**src/rtl/program_store.sv**
```systemverilog
// Eight-entry writable instruction store with a valid/ready byte loader feeding the CPU.
// Optional trailing-checksum verification is compiled in with PROGRAM_STORE_CHECKSUM_EN.
module program_store #(
   parameter int DEPTH     = 8,
   parameter int ADDR_BITS = 3
) (
   input  logic                 clock,
   input  logic                 reset,
   input  logic                 load_start,
   input  logic                 load_valid,
   output logic                 load_ready,
   input  logic [7:0]           load_data,
   input  logic                 load_last,
   input  logic [ADDR_BITS-1:0] pc,
   output logic [3:0]           opcode,
   output logic [3:0]           arg,
   output logic                 cpu_hold,
   output logic [3:0]           loaded_count,
   output logic                 load_error
);

   // state | meaning
   // IDLE  | no load in progress, CPU free to step
   // LOAD  | accepting data words from address 0 upward
   // CHECK | accepting the single trailing checksum word
   typedef enum logic [1:0] {
      IDLE,
      LOAD
`ifdef PROGRAM_STORE_CHECKSUM_EN
      , CHECK
`endif
   } state_t;

   localparam logic [3:0] LAST_CNT = 4'(DEPTH - 1);

   state_t               state, state_nxt;
   logic [7:0]           mem [DEPTH];
   logic [ADDR_BITS-1:0] wr_ptr;
   logic                 accept;
   logic                 data_done;

   assign accept    = load_valid & load_ready;
   assign data_done = load_last | (loaded_count == LAST_CNT);

   always_comb begin
      state_nxt  = state;
      load_ready = 1'b0;
      cpu_hold   = 1'b0;
      case (state)
         IDLE: begin
            if (load_start) state_nxt = LOAD;
         end
         LOAD: begin
            load_ready = 1'b1;
            cpu_hold   = 1'b1;
            if (load_start) begin
               state_nxt = LOAD;
            end else if (accept && data_done) begin
`ifdef PROGRAM_STORE_CHECKSUM_EN
               state_nxt = CHECK;
`else
               state_nxt = IDLE;
`endif
            end
         end
`ifdef PROGRAM_STORE_CHECKSUM_EN
         CHECK: begin
            load_ready = 1'b1;
            cpu_hold   = 1'b1;
            if (load_start)  state_nxt = LOAD;
            else if (accept) state_nxt = IDLE;
         end
`endif
         default: state_nxt = IDLE;
      endcase
   end

   always_ff @(posedge clock or posedge reset) begin
      if (reset) begin
         state        <= IDLE;
         wr_ptr       <= '0;
         loaded_count <= '0;
         for (int i = 0; i < DEPTH; i++) mem[i] <= 8'h00;
      end else begin
         state <= state_nxt;
         // A start pulse wins over any word presented in the same cycle.
         if (load_start) begin
            wr_ptr       <= '0;
            loaded_count <= '0;
         end else if (accept && state == LOAD) begin
            mem[wr_ptr]  <= load_data;
            wr_ptr       <= wr_ptr + 1'b1;
            loaded_count <= loaded_count + 4'd1;
         end
      end
   end

`ifdef PROGRAM_STORE_CHECKSUM_EN
   logic [3:0] acc;
   logic       error_q;

   always_ff @(posedge clock or posedge reset) begin
      if (reset) begin
         acc     <= '0;
         error_q <= 1'b0;
      end else if (load_start) begin
         acc     <= '0;
         error_q <= 1'b0;
      end else if (accept && state == LOAD) begin
         acc <= acc ^ load_data[7:4] ^ load_data[3:0];
      end else if (accept && state == CHECK) begin
         error_q <= (load_data[3:0] != acc);
      end
   end

   assign load_error = error_q;
`else
   assign load_error = 1'b0;
`endif

   assign opcode = mem[pc][7:4];
   assign arg    = mem[pc][3:0];

endmodule

```
**config.mk**
```make
export PLATFORM = sky130hd
export DESIGN_NAME = program_store
export DESIGN_NICKNAME = d
export VERILOG_FILES = /design/src/rtl/program_store.sv
export SDC_FILE = /design/constraint.sdc
export NUM_CORES = 1
export LEC_CHECK = 0
export ABC_AREA = 1
export CORE_ASPECT_RATIO = 1.2
export CORE_MARGIN = 3
export CORE_UTILIZATION = 35
export DETAILED_ROUTE_END_ITERATION = 8
export GPL_TIMING_DRIVEN = 0
export PLACE_DENSITY_LB_ADDON = 0.08
export SYNTH_ARGS = -nofsm -noshare
export SYNTH_HDL_FRONTEND = slang
export SYNTH_SLANG_ARGS = --single-unit
```
**constraint.sdc**
```tcl
create_clock -name clock -period 4.6 [get_ports clock]
set_clock_uncertainty 0.1 [all_clocks]
set_input_delay 0.92 -clock clock [delete_from_list [all_inputs] [get_ports clock]]
set_output_delay 0.92 -clock clock [all_outputs]
set_load 0.03 [all_outputs]
```
==> flow_summary_export.csv <==
group,metric,value,unit
clock_tree,cts.sinks,72,
synth,synth_edf_count,0,
place,io_buffers,26,
synth,syn-num-nets,509,
grt,grt_max_degree,60,
final_layout,diodes,0,
route,detail_route.wl_per_cell,14.2,um
floorplan,core-area,10200,um2
critical_path,worst-path-max-fanout,10,
synth,synthFlopType,"dfrtp_1",
clock_tree,tritoncts,"built",
clock_tree,postCtsHoldBufs,0,
synth,yosysWarningCount,0,
synth,netlist-cell-type-count,25,
floorplan,die_w,100,um
critical_path,crit_top_cell,"nand2_1",
final_layout,area_delta_synth_final,21.0,%
floorplan,die_h,119,um
run,cap_violations,0,
final_layout,num-nets-final,547,
grt,grt_pass1_wl,15700,um
floorplan,ioPinCount,31,
timing,max_freq,278,MHz
route,ant_nets,0,
synth,synth_top_cells_by_count,"183 x nand2_1, 82 x inv_1, 72 x dfrtp_1, 35 x o21ai_1, 34 x nand3_1",
timing,finalSetupTns,0,ns
power,power.density,423,nW/um2
grt,grt_pass1_vias,3039,
grt,grt-ovfl-total,0,
place,dp_hpwl,6670,um
route,routed-via-count,3061,
grt,grt_usage,17.1,%
critical_path,path_class,"input pin to output pin",
route,vias_per_cell,4.64,
synth,syn-cell-area,3730,um2
synth,synth.avg_cell_area,7.59,um2
clock_tree,h-tree-depth,3,
min_path,hold_path_class,"register to register",
final_layout,final_layout_size_suffix_gt1_share,10.9,%
critical_path,max_stage_delay,0.68,ns
synth,synth_seq_cells,72,
timing,tightest_slew,0.548,ns
timing,maxSlewViolCount,0,
clock_tree,clk_pin_slew,0.06,ns
critical_path,worstSetupStartpointType,"input pin",
clock_tree,cts_setup_buffers,0,
synth,syn_inst,491,
timing,rsz0062_at_grt,"false",
clock_tree,cts-buffers-inserted,9,
power,max-vdd-ir-drop,0.192,mV
timing,period_share,78.2,%
synth,synth_most_common_cell,"nand2_1",
timing,relSlewSlack,63.5,%
critical_path,crit_path_top_delay_cell,"clkdlybuf4s50_1",
timing,hold_viol,0,
synth,yosys-top-cells-area,"dfrtp_1 48%, nand2_1 18%, inv_1 8.3%",
floorplan,start_util,36.5,%
synth,seq_area_frac_synth,48.3,%
critical_path,endpoint_kind,"output pin",
route,wl,9350,um
clock_tree,clockRootBuffer,"clkbuf_16",
place,gp_congestion,0.792,
grt,antenna_found_initial,0,
power,power_leakage,2.32,nW
synth,synth_top_area_share,48.3,%
critical_path,critPathRequiredTime,3.58,ns
floorplan,placementRows,40,
critical_path,arrival,2.58,ns
synth,synth-async-reset-ratio,100,%
final_layout,final_cell_area,4510,um2
timing,finalCriticalPeriod,3.60,ns
synth,synth_top_cell_by_area,"dfrtp_1",
place,place_area,4180,um2
timing,setup-violations-final,0,
clock_tree,clock_latency,0.33,ns
route,drt-initial-drc-count,236,
clock_tree,clk_path_buf_depth,2,
critical_path,cp_cell_sequence,"buf_2, inv_1, buf_2, nand3_1, nand2_1, nand2_1, nand2_1, clkdlybuf4s50_1",
clock_tree,post_cts_resized,0,
outcome,status,"completed",
route,drcViolationCount,0,
floorplan,die-area,11900,um2
route,dr.pass1.iters,4,
[path summary, 6_finish.rpt]
path,start,to,slack (ns),cells past startpoint
setup / recovery,pc[1],arg[3],1.00,8
hold / removal,mem[37]$_DFFE_PP0P_,mem[37]$_DFFE_PP0P_,0.38,2
setup reg to reg,state[0]$_DFFE_PP0P_,mem[33]$_DFFE_PP0P_,3.09,7
hold reg to reg,mem[37]$_DFFE_PP0P_,mem[37]$_DFFE_PP0P_,0.38,2
max in group asynchronous,reset,mem[4]$_DFFE_PP0P_,3.08,3
min in group asynchronous,reset,mem[51]$_DFFE_PP0P_,0.77,2
[cell families after synthesis]
group	after synthesis	synth area share [%]
compound gates	71	11.0
fa+ha+maj	2	0.671
buf+inv	105	12.7
flops	72	48.3
other cells	1	0.101
simple gates	240	27.1
[cell type report]
class / instances / area, um2
Clock buffer: 14 / 274
Sequential cell: 72 / 1800
Inverter: 83 / 314
Timing Repair Buffer: 27 / 288
Tap cell: 126 / 158
Clock inverter: 2 / 60.1
Fill cell: 1076 / 5700
Buffer: 22 / 163
Multi-Input combinational cell: 314 / 1450
[worst max-delay path, delay by kind of cell]
family,cells,cell delay (ns)
AND/OR/NAND/NOR,4,0.37
buffers and inverters,4,1.29
[metal layers]
metal	up-vias	track usage, %	wire [um]
li1	1573	-	-
met1	1412	23.8	4490
met2	67	26.4	4230
met3	9	3.98	520
met4	0	5.31	111
met5	-	0	0
[metrics by stage]
step	hold WS, ns	setup slack, ns	power, W	utilization [%]	cells
floorplan	0.353	1.76	0.00102	-	491
global placement	0.365	0.382	0.00113	40.6	643
detailed placement	0.369	0.970	0.00114	40.9	644
CTS	0.382	0.972	0.00193	44.2	660
global route	0.404	0.852	0.00202	44.2	660
finish	0.380	1.00	0.00191	44.2	660
[power by group]
group	internal, W	leakage (nW)	switching, W
Clock	0.000520	0.163	0.000262
Sequential	0.000725	0.964	0.0000567
Combinational	0.000136	1.20	0.000209
Total	0.00138	2.32	0.000527
[placed cells by master (no fill, tap or decap), drive strengths merged]
cell           synthesis  final
a21oi                  1      1
buf                   19     20
bufinv                 0      2
clkbuf                 3     17
clkdlybuf4s50          0     26
conb                   1      1
dfrtp                 72     72
ha                     2      2
inv                   83     83
nand2                190    190
nand3                 36     36
nor2                  13     13
nor3                   1      1
o211ai                 1      1
o21ai                 67     67
o21bai                 2      2
[flip-flops by register name (all words and copies together), names as in the netlist]
signal,cells
mem,64
loaded_count,4
wr_ptr,3
state,1
No activity file was read; power rests on OpenSTA's default activity.
